===== src/rtl/sqrt_fp_iter.sv =====
// Iterative floating-point sqrt / inverse sqrt, one result bit per cycle.
// Define SQRT_INV_EN to build the 1/q divider; without it inverse requests return NaN.
module sqrt_fp_iter #(
    parameter int unsigned FW = 8,
    parameter int unsigned EW = 8,
    parameter int unsigned OW = 12
) (
    input  logic          clk,
    input  logic          rst_n,
    input  logic          doSqrt_i,
    input  logic          doInvSqrt_i,
    input  logic          s_i,
    input  logic [FW-1:0] f_i,
    input  logic [EW-1:0] e_i,
    input  logic          isZ_i,
    input  logic          isInf_i,
    input  logic          isSNAN_i,
    input  logic          isQNAN_i,
    output logic          ready_o,
    output logic          valid_o,
    output logic          s_o,
    output logic [OW-1:0] f_o,
    output logic [EW-1:0] e_o,
    output logic          isNaN_o,
    output logic          isInf_o,
    output logic          isZero_o,
    output logic          isOverflow_o,
    output logic          isUnderflow_o,
    output logic          isToRound_o
);
    localparam int unsigned RW  = OW + 3;
    localparam int unsigned SH  = 2 * OW - FW - 1;
    localparam int unsigned CW  = $clog2(OW + 2);
    localparam int unsigned LZW = $clog2(FW + 1);
    localparam int unsigned XW  = EW + 2;
    localparam logic signed [XW-1:0] EMax = XW'(2 ** (EW - 1) - 1);
    localparam logic signed [XW-1:0] EMin = -(XW'(2 ** (EW - 1)));

    typedef enum logic [2:0] {StIdle, StPrep, StSqrt, StDiv, StDone} state_e;

    state_e          state_q, state_d;
    logic            inv_q, inv_d, sgn_q, sgn_d, isz_q, isz_d, isinf_q, isinf_d;
    logic            nanin_q, nanin_d, sticky_q, sticky_d;
    logic            rnan_q, rnan_d, rinf_q, rinf_d, rzero_q, rzero_d;
    logic [FW-1:0]   frac_q, frac_d;
    logic [XW-1:0]   exp_q, exp_d;
    logic [2*OW-1:0] rad_q, rad_d;
    logic [RW-1:0]   rem_q, rem_d;
    logic [OW-1:0]   root_q, root_d;
    logic [CW-1:0]   cnt_q, cnt_d;
`ifdef SQRT_INV_EN
    logic [OW:0]     quo_q, quo_d;
    logic            dv_ge;
    logic [RW-1:0]   dv_rem;
`endif

    logic            valid_q, valid_d, nan_o_q, nan_o_d, inf_o_q, inf_o_d, zero_o_q, zero_o_d;
    logic            ovf_q, ovf_d, unf_q, unf_d, rnd_q, rnd_d;
    logic [OW-1:0]   fo_q, fo_d;
    logic [EW-1:0]   eo_q, eo_d;

    logic [LZW-1:0]  lz;
    logic [FW-1:0]   fn;
    logic [XW-1:0]   e_n, e_adj;
    logic [FW:0]     xi;
    logic            opz, opnan;
    logic [RW-1:0]   sq_rem_sh, sq_trial, sq_rem;
    logic            sq_ge;
    logic signed [XW-1:0] es, res_exp;
    logic [OW-1:0]   res_frac;
    logic            res_ovf, res_unf;

    always_comb begin
        lz = LZW'(FW);
        for (int i = 0; i < int'(FW); i++) begin
            if (frac_q[i]) lz = LZW'(int'(FW) - 1 - i);
        end
        fn    = frac_q << lz;
        e_n   = exp_q - {{(XW - LZW){1'b0}}, lz};
        // Odd exponent: fold one factor of two into the radicand so e stays even.
        xi    = e_n[0] ? {fn, 1'b0} : {1'b0, fn};
        e_adj = e_n - XW'(e_n[0]);
        opz   = isz_q | (frac_q == '0 && !isinf_q && !nanin_q);
        opnan = nanin_q | (sgn_q & ~opz);
`ifndef SQRT_INV_EN
        opnan = opnan | inv_q;
`endif
        sq_rem_sh = {rem_q[RW-3:0], rad_q[2*OW-1 -: 2]};
        sq_trial  = RW'({root_q, 2'b01});
        sq_ge     = sq_rem_sh >= sq_trial;
        sq_rem    = sq_ge ? sq_rem_sh - sq_trial : sq_rem_sh;
`ifdef SQRT_INV_EN
        dv_ge  = rem_q >= RW'(root_q);
        dv_rem = dv_ge ? rem_q - RW'(root_q) : rem_q;
`endif
    end

    always_comb begin
        state_d  = state_q;
        inv_d    = inv_q;
        sgn_d    = sgn_q;
        isz_d    = isz_q;
        isinf_d  = isinf_q;
        nanin_d  = nanin_q;
        frac_d   = frac_q;
        exp_d    = exp_q;
        rad_d    = rad_q;
        rem_d    = rem_q;
        root_d   = root_q;
        cnt_d    = cnt_q;
        sticky_d = sticky_q;
        rnan_d   = rnan_q;
        rinf_d   = rinf_q;
        rzero_d  = rzero_q;
`ifdef SQRT_INV_EN
        quo_d    = quo_q;
`endif
        case (state_q)
            StIdle: begin
                if (doSqrt_i || doInvSqrt_i) begin
                    state_d = StPrep;
                    inv_d   = doInvSqrt_i & ~doSqrt_i;
                    sgn_d   = s_i;
                    isz_d   = isZ_i;
                    isinf_d = isInf_i;
                    nanin_d = isSNAN_i | isQNAN_i;
                    frac_d  = f_i;
                    exp_d   = {{2{e_i[EW-1]}}, e_i};
                end
            end
            StPrep: begin
                rnan_d   = opnan;
                rinf_d   = ~opnan & (opz ? inv_q : (isinf_q & ~inv_q));
                rzero_d  = ~opnan & (opz ? ~inv_q : (isinf_q & inv_q));
                exp_d    = e_adj;
                rad_d    = {xi, {SH{1'b0}}};
                rem_d    = '0;
                root_d   = '0;
                cnt_d    = '0;
                sticky_d = 1'b0;
                state_d  = (opnan || opz || isinf_q) ? StDone : StSqrt;
            end
            StSqrt: begin
                rem_d  = sq_rem;
                root_d = {root_q[OW-2:0], sq_ge};
                rad_d  = rad_q << 2;
                cnt_d  = cnt_q + 1'b1;
                if (cnt_q == CW'(OW - 1)) begin
                    sticky_d = sq_rem != '0;
                    cnt_d    = '0;
                    state_d  = StDone;
`ifdef SQRT_INV_EN
                    if (inv_q) begin
                        state_d = StDiv;
                        rem_d   = RW'(1) << (OW - 1);
                        quo_d   = '0;
                    end
`endif
                end
            end
`ifdef SQRT_INV_EN
            StDiv: begin
                rem_d = dv_rem << 1;
                quo_d = {quo_q[OW-1:0], dv_ge};
                cnt_d = cnt_q + 1'b1;
                if (cnt_q == CW'(OW)) begin
                    sticky_d = sticky_q | (dv_rem != '0);
                    state_d  = StDone;
                end
            end
`endif
            StDone:  state_d = StIdle;
            default: state_d = StIdle;
        endcase
    end

    always_comb begin
        es       = $signed(exp_q) >>> 1;
        res_frac = root_q;
        res_exp  = es;
`ifdef SQRT_INV_EN
        if (inv_q) begin
            // Quotient is in (0.5,1]; only exactly 1.0 keeps the top bit.
            if (quo_q[OW]) begin
                res_frac = quo_q[OW:1];
                res_exp  = -es;
            end else begin
                res_frac = quo_q[OW-1:0];
                res_exp  = -es - 1'sb1;
            end
        end
`endif
        res_ovf  = res_exp > EMax;
        res_unf  = res_exp < EMin;
        valid_d  = 1'b0;
        fo_d     = fo_q;
        eo_d     = eo_q;
        nan_o_d  = nan_o_q;
        inf_o_d  = inf_o_q;
        zero_o_d = zero_o_q;
        ovf_d    = ovf_q;
        unf_d    = unf_q;
        rnd_d    = rnd_q;
        if (state_q == StDone) begin
            valid_d  = 1'b1;
            fo_d     = '0;
            eo_d     = '0;
            nan_o_d  = rnan_q;
            inf_o_d  = rinf_q;
            zero_o_d = rzero_q;
            ovf_d    = 1'b0;
            unf_d    = 1'b0;
            rnd_d    = 1'b0;
            if (!(rnan_q || rinf_q || rzero_q)) begin
                rnd_d = sticky_q;
                if (res_ovf) begin
                    inf_o_d = 1'b1;
                    ovf_d   = 1'b1;
                end else if (res_unf) begin
                    zero_o_d = 1'b1;
                    unf_d    = 1'b1;
                end else begin
                    fo_d = res_frac;
                    eo_d = res_exp[EW-1:0];
                end
            end
        end
    end

    always_ff @(posedge clk or negedge rst_n) begin
        if (!rst_n) begin
            state_q  <= StIdle;
            inv_q    <= 1'b0;
            sgn_q    <= 1'b0;
            isz_q    <= 1'b0;
            isinf_q  <= 1'b0;
            nanin_q  <= 1'b0;
            frac_q   <= '0;
            exp_q    <= '0;
            rad_q    <= '0;
            rem_q    <= '0;
            root_q   <= '0;
            cnt_q    <= '0;
            sticky_q <= 1'b0;
            rnan_q   <= 1'b0;
            rinf_q   <= 1'b0;
            rzero_q  <= 1'b0;
`ifdef SQRT_INV_EN
            quo_q    <= '0;
`endif
            valid_q  <= 1'b0;
            fo_q     <= '0;
            eo_q     <= '0;
            nan_o_q  <= 1'b0;
            inf_o_q  <= 1'b0;
            zero_o_q <= 1'b0;
            ovf_q    <= 1'b0;
            unf_q    <= 1'b0;
            rnd_q    <= 1'b0;
        end else begin
            state_q  <= state_d;
            inv_q    <= inv_d;
            sgn_q    <= sgn_d;
            isz_q    <= isz_d;
            isinf_q  <= isinf_d;
            nanin_q  <= nanin_d;
            frac_q   <= frac_d;
            exp_q    <= exp_d;
            rad_q    <= rad_d;
            rem_q    <= rem_d;
            root_q   <= root_d;
            cnt_q    <= cnt_d;
            sticky_q <= sticky_d;
            rnan_q   <= rnan_d;
            rinf_q   <= rinf_d;
            rzero_q  <= rzero_d;
`ifdef SQRT_INV_EN
            quo_q    <= quo_d;
`endif
            valid_q  <= valid_d;
            fo_q     <= fo_d;
            eo_q     <= eo_d;
            nan_o_q  <= nan_o_d;
            inf_o_q  <= inf_o_d;
            zero_o_q <= zero_o_d;
            ovf_q    <= ovf_d;
            unf_q    <= unf_d;
            rnd_q    <= rnd_d;
        end
    end

    assign ready_o       = state_q == StIdle;
    assign valid_o       = valid_q;
    assign s_o           = 1'b0;
    assign f_o           = fo_q;
    assign e_o           = eo_q;
    assign isNaN_o       = nan_o_q;
    assign isInf_o       = inf_o_q;
    assign isZero_o      = zero_o_q;
    assign isOverflow_o  = ovf_q;
    assign isUnderflow_o = unf_q;
    assign isToRound_o   = rnd_q;

endmodule

===== config.mk =====
export PLATFORM = sky130hd
export DESIGN_NAME = sqrt_fp_iter
export DESIGN_NICKNAME = d
export VERILOG_FILES = /design/src/rtl/sqrt_fp_iter.sv
export SDC_FILE = /design/constraint.sdc
export NUM_CORES = 1
export LEC_CHECK = 0
export ABC_AREA = 1
export CELL_PAD_IN_SITES_DETAIL_PLACEMENT = 1
export CELL_PAD_IN_SITES_GLOBAL_PLACEMENT = 2
export CORE_MARGIN = 2
export CORE_UTILIZATION = 33
export DETAILED_ROUTE_END_ITERATION = 6
export PLACE_DENSITY_LB_ADDON = 0.08
export SYNTH_ARGS = -nofsm -noshare
export SYNTH_HDL_FRONTEND = slang
export SYNTH_SLANG_ARGS = --single-unit

===== constraint.sdc =====
create_clock -name clk -period 3 [get_ports clk]
set_input_delay 0.45 -clock clk [delete_from_list [all_inputs] [get_ports clk]]
set_output_delay 0.45 -clock clk [all_outputs]
set_load 0.005 [all_outputs]

======== Yosys cells after proc, flatten, opt, wreduce, memory -nomap -nowiden ========
Index checks and enable logic that the tools add are counted.
storage, ports and cells
  logic and storage cells ................. 114
  output and inout bits ................... 29
  input bits .............................. 25
  register bits ........................... 110
operators by class
  shift-type cells ........................ 1
  reduce and logical (&&, ||, !) cells .... 18
  add/sub/neg operators ................... 4
  equality and inequality tests ........... 6
  bitwise operators ....................... 14
  mux-type cells .......................... 43
  magnitude comparators ................... 3
operators with widths
  operator              count
  $pmux W24 S2          1
  $mux W12              3
  $mux W4               9
  $pmux W13 S2          1
  $mux W8               3
  $pmux W12 S2          1
  $pmux W10 S2          1
  $ge A15 B14 Y1        1
  $mux W1               15
  $mux W15              1
  $reduce_bool A15 Y1   1
  $sub A15 B14 Y15      1
  $mux W10              1
  $sub A10 B1 Y10       1
  $sub A10 B4 Y10       1
  $gt A9 B8 Y1 const B  1
  $lt A9 B8 Y1 const B  1
  $mux W3               3
  $mux W9               1
  $pmux W3 S3           1
  $logic_not A8 Y1      1
  $pmux W4 S2           1
  $reduce_and A2 Y1     4
  $shl A8 B4 Y8         1
  other kinds (16)      34

======== Longest topological paths before layout ========
Gate-level depths: netlist (run 1).
  word-level depth ........................ 12
  mapped depth ............................ 20
  depth with buffers taken out ............ 19

======== Worst setup path before layout (run 1) ========
Ideal clock, no wire load.
  path kind ............................... register to register
  start ................................... register frac_q[6]
  end ..................................... register exp_q[9]
  slack ................................... 0.718 ns
  required time ........................... 2.913 ns
  arrival ................................. 2.195 ns
  stages on the path, launching flop included .. 15
  library setup time ...................... 0.087 ns
  path buffers ............................ 0
  period minus slack after synthesis ...... 2.282 ns
  cell sequence ........................... dfrtp_1 nor2_1 nand3_1 nor2_1 inv_1 ha_1 a21oi_1 nand2_1 nand2_1 nand2_1 nor2_1 nand3_1 a21oi_1 o21ai_0 a22oi_1
between the ends
  longest elaborated chain between the ends .. 5
ends and longest elaborated chain
  what                    line  text
  start, declared         45    logic [FW-1:0] frac_q, frac_d;
  start signal, assigned  267   frac_q <= frac_d;
  $mux W4 (2 in series)   76    if (frac_q[i]) lz = LZW'(int'(FW) - 1 - i);
  $sub A10 B4 Y10         79    e_n = exp_q - {{(XW - LZW){1'b0}}, lz};
  $sub A10 B1 Y10         82    e_adj = e_n - XW'(e_n[0]);
  $pmux W10 S2            118   case (state_q)
  end signal, assigned    268   exp_q <= exp_d;
  end, declared           46    logic [XW-1:0] exp_q, exp_d;
Every way passes these cells.
A chain may end at the register's enable or synchronous reset.

======== Worst setup path after layout (run 1) ========
Ends and elaborated chain as after synthesis.

==> insert_results.sql, run 1 <==
INSERT INTO impl_metrics (metric_group, metric, value, unit) VALUES
('status', 'outcome', 'finished clean', ''),
('die', 'floorplan.initialDensity', '33.69', '%'),
('worst_setup_path', 'critical_path.max_fanout', '6', ''),
('cells_and_area', 'fraction_of_final_layout_cells_with_drive_strength_greater_than_1', '7.398', '%'),
('worst_setup_path', 'worst_setup_path_end_kind', 'flop', ''),
('place', 'gp_congestion', '0.8405', ''),
('die', 'boundaryPins', '54', ''),
('logic_synthesis', 'syn-cell-area', '5567', 'sq um'),
('timing', 'report.final.hold_viol_count', '0', ''),
('logic_synthesis', 'mappedNetlistNets', '796', ''),
('timing', 'maxClockFrequency', '374.4', 'MHz'),
('logic_synthesis', 'asyncSetResetFlopFracSynth', '100.0', '%'),
('cells_and_area', 'nets', '851', ''),
('cells_and_area', 'area_growth_from_synthesis_to_layout', '20.03', '%'),
('worst_setup_path', 'critical_path_arrival', '2.94', 'ns'),
('worst_setup_path', 'worstReg2RegStart', 'frac_q[6]', ''),
('logic_synthesis', 'synth_enable_flop_cells', '0', ''),
('cts', 'tritoncts', 'done', ''),
('worst_setup_path', 'r2r.worst_path.cells', '14', ''),
('cts', 'clkSinkCount', '95', ''),
('timing', 'period_needed', '2.671', 'ns'),
('run', 'cap_violations', '0', ''),
('cts', 'cts_hold_buf', '0', ''),
('die', 'core_area', '16520', 'sq um'),
('worst_setup_path', 'worstSetupStartpointType', 'flop', ''),
('timing', 'fin_crit_sh', '89.02', '%'),
('timing', 'final.setup.tns', '0', 'ns'),
('logic_synthesis', 'ys_types', '42', ''),
('logic_synthesis', 'synth_sequential_area_ratio', '42.71', '%'),
('detailed_routing', 'met2_wirelength', '8.367', 'mm'),
('cts', 'worst_skew_pair.late_latency', '0.36', 'ns'),
('timing', 'tightestPinTransition', '0.6368', 'ns'),
('detailed_routing', 'sum_of_routed_wire_length_over_all_layers', '16.55', 'mm'),
('logic_synthesis', 'synth_cells', '751', ''),
('die', 'die_area', '17920', 'sq um'),
('cts', 'h-tree-depth', '3', ''),
('cts', 'post-cts-setup-buffer-count', '0', ''),
('cells_and_area', 'antenna-diode-count', '0', ''),
('timing', 'timing.final.setup_violations', '0', ''),
('timing', 'hold_ws', '0.1088', 'ns'),
('global_routing', 'overflow', '0', ''),
('global_routing', 'grt_antenna_before_repair', '0', ''),
('cells_and_area', 'fill_cells', '2077', ''),
('detailed_routing', 'initialDrtViolationCount', '199', ''),
('place', 'place.port_buffers', '52', ''),
('global_routing', 'grt_max_degree', '52', ''),
('detailed_routing', 'mean_routed_wirelength_per_cell', '16.05', 'um'),
('detailed_routing', 'drc_violation_count_after_routing', '0', ''),
('logic_synthesis', 'post_synthesis_register_bit_count', '95', ''),
('detailed_routing', 'vias', '4985', ''),
('detailed_routing', 'drt_pre_antenna_iters', '4', ''),
('global_routing', 'first_pass_grt_wire_length', '27.88', 'mm'),
('detailed_routing', 'wl_met3', '258', 'um'),
('min_path', 'timing.hold.worst.class', 'primary input to async pin', ''),
('logic_synthesis', 'postSynthAreaPerCell', '7.412', 'sq um'),
('global_routing', 'via_count_of_the_first_global_routing_pass', '5525', ''),
('timing', 'rsz0062_at_grt', 'false', ''),
('worst_setup_path', 'criticalPathCategory', 'flop to flop', ''),
('cts', 'clock_tree.buffer_depth', '2', ''),
('detailed_routing', 'antenna_left', '0', ''),
('cts', 'clkTransAtPathRegs', '0.07', 'ns'),
('timing', 'timing.final.max_slew_violations', '0', ''),
('die', 'die_y', '133.9', 'um'),
('worst_setup_path', 'crit_required', '3.27', 'ns'),
('detailed_routing', 'detail_route.wirelength.met1', '7.686', 'mm'),
('die', 'dieWidth', '133.9', 'um'),
('global_routing', 'grt_usage', '19.54', '%'),
('place', 'place_hpwl', '12.87', 'mm'),
('logic_synthesis', 'yosysWarningCount', '0', ''),
('timing', 'timing.clock.skew', '0.01053', 'ns'),
('worst_setup_path', 'reg2reg_setup_slack', '0.33', 'ns'),
('logic_synthesis', 'synth_ff_type', 'dfrtp_1', ''),
('die', 'core.rowCount', '47', ''),
('cts', 'cts_root_buffer', 'clkbuf_16', ''),
('cts', 'post_cts_resize_count', '0', ''),
('cts', 'cts_inserted_buffers', '9', ''),
('detailed_routing', 'vias_per_cell', '4.835', ''),
('detailed_routing', 'highest_layer', 'met4', ''),
('timing', 'maxSlewHeadroom', '57.55', '%'),
('worst_setup_path', 'critical_path.reg2reg.endpoint', 'exp_q[9]', '');
==> synth_stat cells, types with 6 or more instances <==
library cell	number	area share (%)
inv_1	117	7.9
nand4_1	16	1.8
clkbuf_1	13	0.88
ha_1	19	4.3
nand2_1	228	15
o22ai_1	19	2.1
dfrtp_1	95	43
nand2_2	10	1.1
xor2_1	6	0.94
nand3_1	43	3.9
a21oi_1	14	1.3
inv_2	7	0.47
o21ai_0	63	5.7
nor2_1	45	3.0
==> stage by stage <==
stage                     utilization [%]  setup slack, ns  cell area, sq um  cells
after floorplan                         -           0.7182              5567    751
after global placement              38.46           0.2104              6355   1015
after detailed placement            38.46           0.1464              6355   1015
after CTS                           40.34           0.1374              6666   1031
after global routing                40.43          0.04907              6681   1031
final                               40.43           0.3293              6681   1031
==> logic make-up after synthesis <==
| kind of cell | count (synthesis) | share of synthesized area (%) |
|---|---|---|
| DFF | 95 | 42.71 |
| AOI/OAI and AO/OA | 123 | 12.83 |
| xor gates and xnor gates | 8 | 1.259 |
| and+or+nand+nor | 360 | 28.34 |
| buffers and inverters | 144 | 10.16 |
| other | 1 | 0.06737 |
| adders and majority gates | 20 | 4.630 |
==> worst max path at each step <==
stage | startpoint | endpoint | slack, ns | cells past startpoint
3_3_place_gp | frac_q[0] | exp_q[9] | 0.21 | 16
3_5_place_dp | frac_q[0] | exp_q[9] | 0.15 | 16
6_report | frac_q[6] | exp_q[9] | 0.33 | 14
2_1_floorplan | frac_q[6] | exp_q[9] | 0.72 | 14
5_1_grt | frac_q[6] | exp_q[9] | 0.05 | 14
4_1_cts | frac_q[0] | exp_q[9] | 0.14 | 16
==> layout make-up <==
| type | count | area, sq um | area share, % |
|---|---|---|---|
| clock inverter | 7 | 86.33 | 1.292 |
| clock buffer | 9 | 225.2 | 3.371 |
| inverter | 126 | 473.0 | 7.079 |
| tap | 220 | 275.3 | 4.120 |
| sequential | 95 | 2377 | 35.58 |
| timing repair buffer | 62 | 605.6 | 9.064 |
| multi-input combinational | 512 | 2639 | 39.49 |
==> critical path, cell delays in order, from the launching register on <==
cell     delay (ns)
dfrtp_1        0.42
nor2_1         0.18
nand3_1        0.18
nor2_4         0.21
inv_1          0.14
ha_1           0.36
a21oi_1        0.21
nand2_1        0.07
nand2_1        0.10
nand2_1        0.09
nor2_1         0.14
nand3_1        0.10
a21oi_1        0.14
o21ai_0        0.10
a22oi_1        0.14
==> placed cells by master (no fill, tap or decap), types with 14 or more instances in the layout <==
master,n
a21oi_1,14
clkdlybuf4s50_1,51
dfrtp_1,95
ha_1,19
inv_1,117
nand2_1,228
nand3_1,43
nand4_1,16
nor2_1,43
o21ai_0,63
o22ai_1,19
==> routing by layer <==
layer  track usage (%)  up-vias
li1                  -     2519
met1             24.65     2401
met2             35.01       49
met3             2.532       16
met4             5.556        0
met5                 0        -
==> state kept, by name (all words and copies together) (netlist names), 3 cells and up <==
name and flops:
rem_q 13, f_o 12, res_frac 12, exp_q 10
rad_q 9, e_o 8, frac_q 8, cnt_q 4
state_q 3
Power of run 1 is not shown: default switching activity piles up to over one toggle a cycle in this logic, so the estimate is an artifact.
==> run 2, diff against run 1 <==
--- a/config.mk
+++ b/config.mk
@@ -9,5 +9,5 @@
 export CELL_PAD_IN_SITES_DETAIL_PLACEMENT = 1
 export CELL_PAD_IN_SITES_GLOBAL_PLACEMENT = 2
-export CORE_MARGIN = 2
+export CORE_ASPECT_RATIO = 1.4
 export CORE_UTILIZATION = 33
 export DETAILED_ROUTE_END_ITERATION = 6
==> constraint.sdc (replaced) <==
create_clock -name clk -period 3 [get_ports clk]
set_input_delay 0.3 -clock clk [delete_from_list [all_inputs] [get_ports clk]]
set_output_delay 0.3 -clock clk [all_outputs]
set_load 0.005 [all_outputs]
==> run 2 against run 1 <==
Effect of this change: the flow now finishes with violations (design-rule violations); worst setup slack got worse by 0.015 ns; die area decreased by 2.9%; clock skew about the same; utilization increased by 0.34 points; critical path depth unchanged; final cell count decreased by 1.9%; via count increased by 1.8%; critical path type unchanged; highest routed layer unchanged.
==> insert_results.sql, run 2 (synthesis results as in run 1) <==
INSERT INTO impl_metrics (metric_group, metric, value, unit) VALUES
('worst_setup_path', 'critical_path.max_fanout', '6', ''),
('detailed_routing', 'vias', '5075', ''),
('cells_and_area', 'nets', '852', ''),
('die', 'die_area', '17400', 'sq um'),
('timing', 'period_needed', '2.686', 'ns'),
('place', 'gp_congestion', '0.8399', ''),
('worst_setup_path', 'criticalPathCategory', 'flop to flop', ''),
('global_routing', 'grt_usage', '21.05', '%'),
('timing', 'maxClockFrequency', '372.3', 'MHz'),
('cells_and_area', 'final_cell_count_no_fill', '1011', ''),
('cells_and_area', 'area_growth_from_synthesis_to_layout', '19.47', '%'),
('worst_setup_path', 'crit_path_frequent_cell', 'nand2_1', ''),
('cts', 'worst_skew_pair.late_latency', '0.36', 'ns'),
('global_routing', 'grt_antenna_before_repair', '0', ''),
('cts', 'cts_root_buffer', 'clkbuf_16', ''),
('run', 'cap_violations', '0', ''),
('worst_setup_path', 'crit_required', '3.28', 'ns'),
('cts', 'h-tree-depth', '3', ''),
('place', 'place.detailed.instances', '994', ''),
('global_routing', 'via_count_of_the_first_global_routing_pass', '5519', ''),
('cells_and_area', 'antenna-diode-count', '0', ''),
('worst_setup_path', 'worst_setup_path_end_kind', 'flop', ''),
('die', 'floorplan.initialDensity', '34.13', '%'),
('worst_setup_path', 'worstSetupStartpointType', 'flop', ''),
('cells_and_area', 'number_of_flip_flops_in_the_largest_register', '13', ''),
('cells_and_area', 'final_common_cell', 'nand2_1', ''),
('timing', 'timing.clock.skew', '0.01064', 'ns'),
('die', 'die_y', '155.7', 'um'),
('worst_setup_path', 'critical_path_arrival', '2.96', 'ns'),
('timing', 'rsz0062_at_grt', 'false', ''),
('timing', 'report.final.hold_viol_count', '0', ''),
('cts', 'tritoncts', 'done', ''),
('timing', 'timing.final.setup_violations', '0', ''),
('detailed_routing', 'initialDrtViolationCount', '167', ''),
('detailed_routing', 'sum_of_routed_wire_length_over_all_layers', '16.77', 'mm'),
('detailed_routing', 'drc_violation_count_after_routing', '2', ''),
('timing', 'fin_crit_sh', '89.52', '%'),
('timing', 'final.setup.tns', '0', 'ns'),
('global_routing', 'grt_max_degree', '52', ''),
('detailed_routing', 'mean_routed_wirelength_per_cell', '16.58', 'um'),
('min_path', 'timing.hold.worst.class', 'flop to flop', ''),
('detailed_routing', 'vias_per_cell', '5.020', ''),
('detailed_routing', 'drt_pre_antenna_iters', '6', ''),
('die', 'dieWidth', '111.8', 'um'),
('cts', 'clkSinkCount', '95', ''),
('timing', 'maxSlewHeadroom', '53.51', '%'),
('worst_setup_path', 'crit_path_max_incr_delay', '0.40', 'ns'),
('status', 'failed_checks', 'design-rule violations', ''),
('place', 'place.port_buffers', '52', ''),
('die', 'core.rowCount', '55', ''),
('worst_setup_path', 'timing.critical_path.cells', 'nor2_1, nand3_1, nor2_2, inv_1, ha_1, a21oi_1, nand2_1, nand2_1, nand2_1, nor2_1, nand3_1, a21oi_1, o21ai_0, a22oi_1', ''),
('global_routing', 'overflow', '0', ''),
('die', 'core_area', '16310', 'sq um'),
('place', 'place_hpwl', '13.27', 'mm'),
('cts', 'clkTransAtPathRegs', '0.08', 'ns'),
('cells_and_area', 'fraction_of_final_layout_cells_with_drive_strength_greater_than_1', '7.143', '%'),
('cts', 'clock_tree.buffer_depth', '2', ''),
('timing', 'tightestPinTransition', '0.6974', 'ns'),
('global_routing', 'first_pass_grt_wire_length', '28.40', 'mm'),
('die', 'boundaryPins', '54', ''),
('cts', 'cts_inserted_buffers', '9', ''),
('status', 'outcome', 'finished with violations', ''),
('cells_and_area', 'max_flop_register', 'rem_q', ''),
('cells_and_area', 'fill_cells', '2022', ''),
('timing', 'timing.final.max_slew_violations', '0', ''),
('worst_setup_path', 'slowest_stage', 'dfrtp_1', ''),
('detailed_routing', 'antenna_left', '0', ''),
('cells_and_area', 'final_cell_mix', 'nand2_1, inv_1, dfrtp_1, o21ai_0, clkdlybuf4s50_1', '');
-- run 2: worst paths after layout --
path                            from   endpoint  slack (ns)  depth (start not counted)
max in group asynchronous      rst_n  rad_q[22]        1.83                          3
max                        frac_q[6]   exp_q[9]        0.31                         14
min in group asynchronous      rst_n    f_o[10]        0.52                          2
min reg2reg                   f_o[8]     f_o[8]        0.49                          2
max reg2reg                frac_q[6]   exp_q[9]        0.31                         14
min                           f_o[8]     f_o[8]        0.49                          2
-- run 2: final cells by class --
type | instances | area (sq um) | area share (%)
Clock buffer | 9 | 225.2 | 3.387
Clock inverter | 7 | 83.83 | 1.261
Inverter | 126 | 473.0 | 7.112
Multi-Input combinational cell | 512 | 2626 | 39.49
Sequential cell | 95 | 2377 | 35.75
Tap cell | 199 | 249.0 | 3.744
Timing Repair Buffer | 63 | 615.6 | 9.257
-- run 2: stage by stage --
step	util [%]	setup WS (ns)	instance area, sq um	hold slack (ns)
2_1_floorplan	-	0.7182	5567	0.004409
4_1_cts	40.76	0.2091	6648	0.4792
3_5_place_dp	38.80	0.2321	6329	0.3884
5_1_grt	40.77	0.02216	6650	0.5138
3_3_place_gp	38.80	0.3883	6329	0.3838
6_report	40.77	0.3143	6650	0.4871
-- run 2: worst max-delay path, delay by kind of cell (launching register included) --
kind                       cells  cell delay [ns]
buffers and inverters          1             0.18
adders and majority gates      1             0.37
AOI/OAI and AO/OA              4             0.59
and+or+nand+nor                8             1.08
DFF                            1             0.40
-- run 2: timing repair --
item                       in CTS  in global routing
hold buffers                    1                  0
resized for setup               0                  1
hold endpoints to repair        7                  0
setup buffers                   0                  0
setup endpoints to repair       0                  1
-- run 2: metal layers --
| layer | GRT usage [%] | vias to the layer above | wire length [um] |
|---|---|---|---|
| li1 | - | 2510 | - |
| met1 | 22.95 | 2455 | 6705 |
| met3 | 3.535 | 34 | 307 |
| met5 | 0 | - | 0 |
| met2 | 39.78 | 76 | 9244 |
| met4 | 9.009 | 0 | 510 |
Power of run 2 is left out for the same reason.
==> run 3, diff against run 2 <==
- ABC_CLOCK_PERIOD_IN_PS: not set -> 3000
==> results of run 3 <==
The final DEF is identical to that of run 2; final timing and power are the same.
Power of run 3 is left out for the same reason.
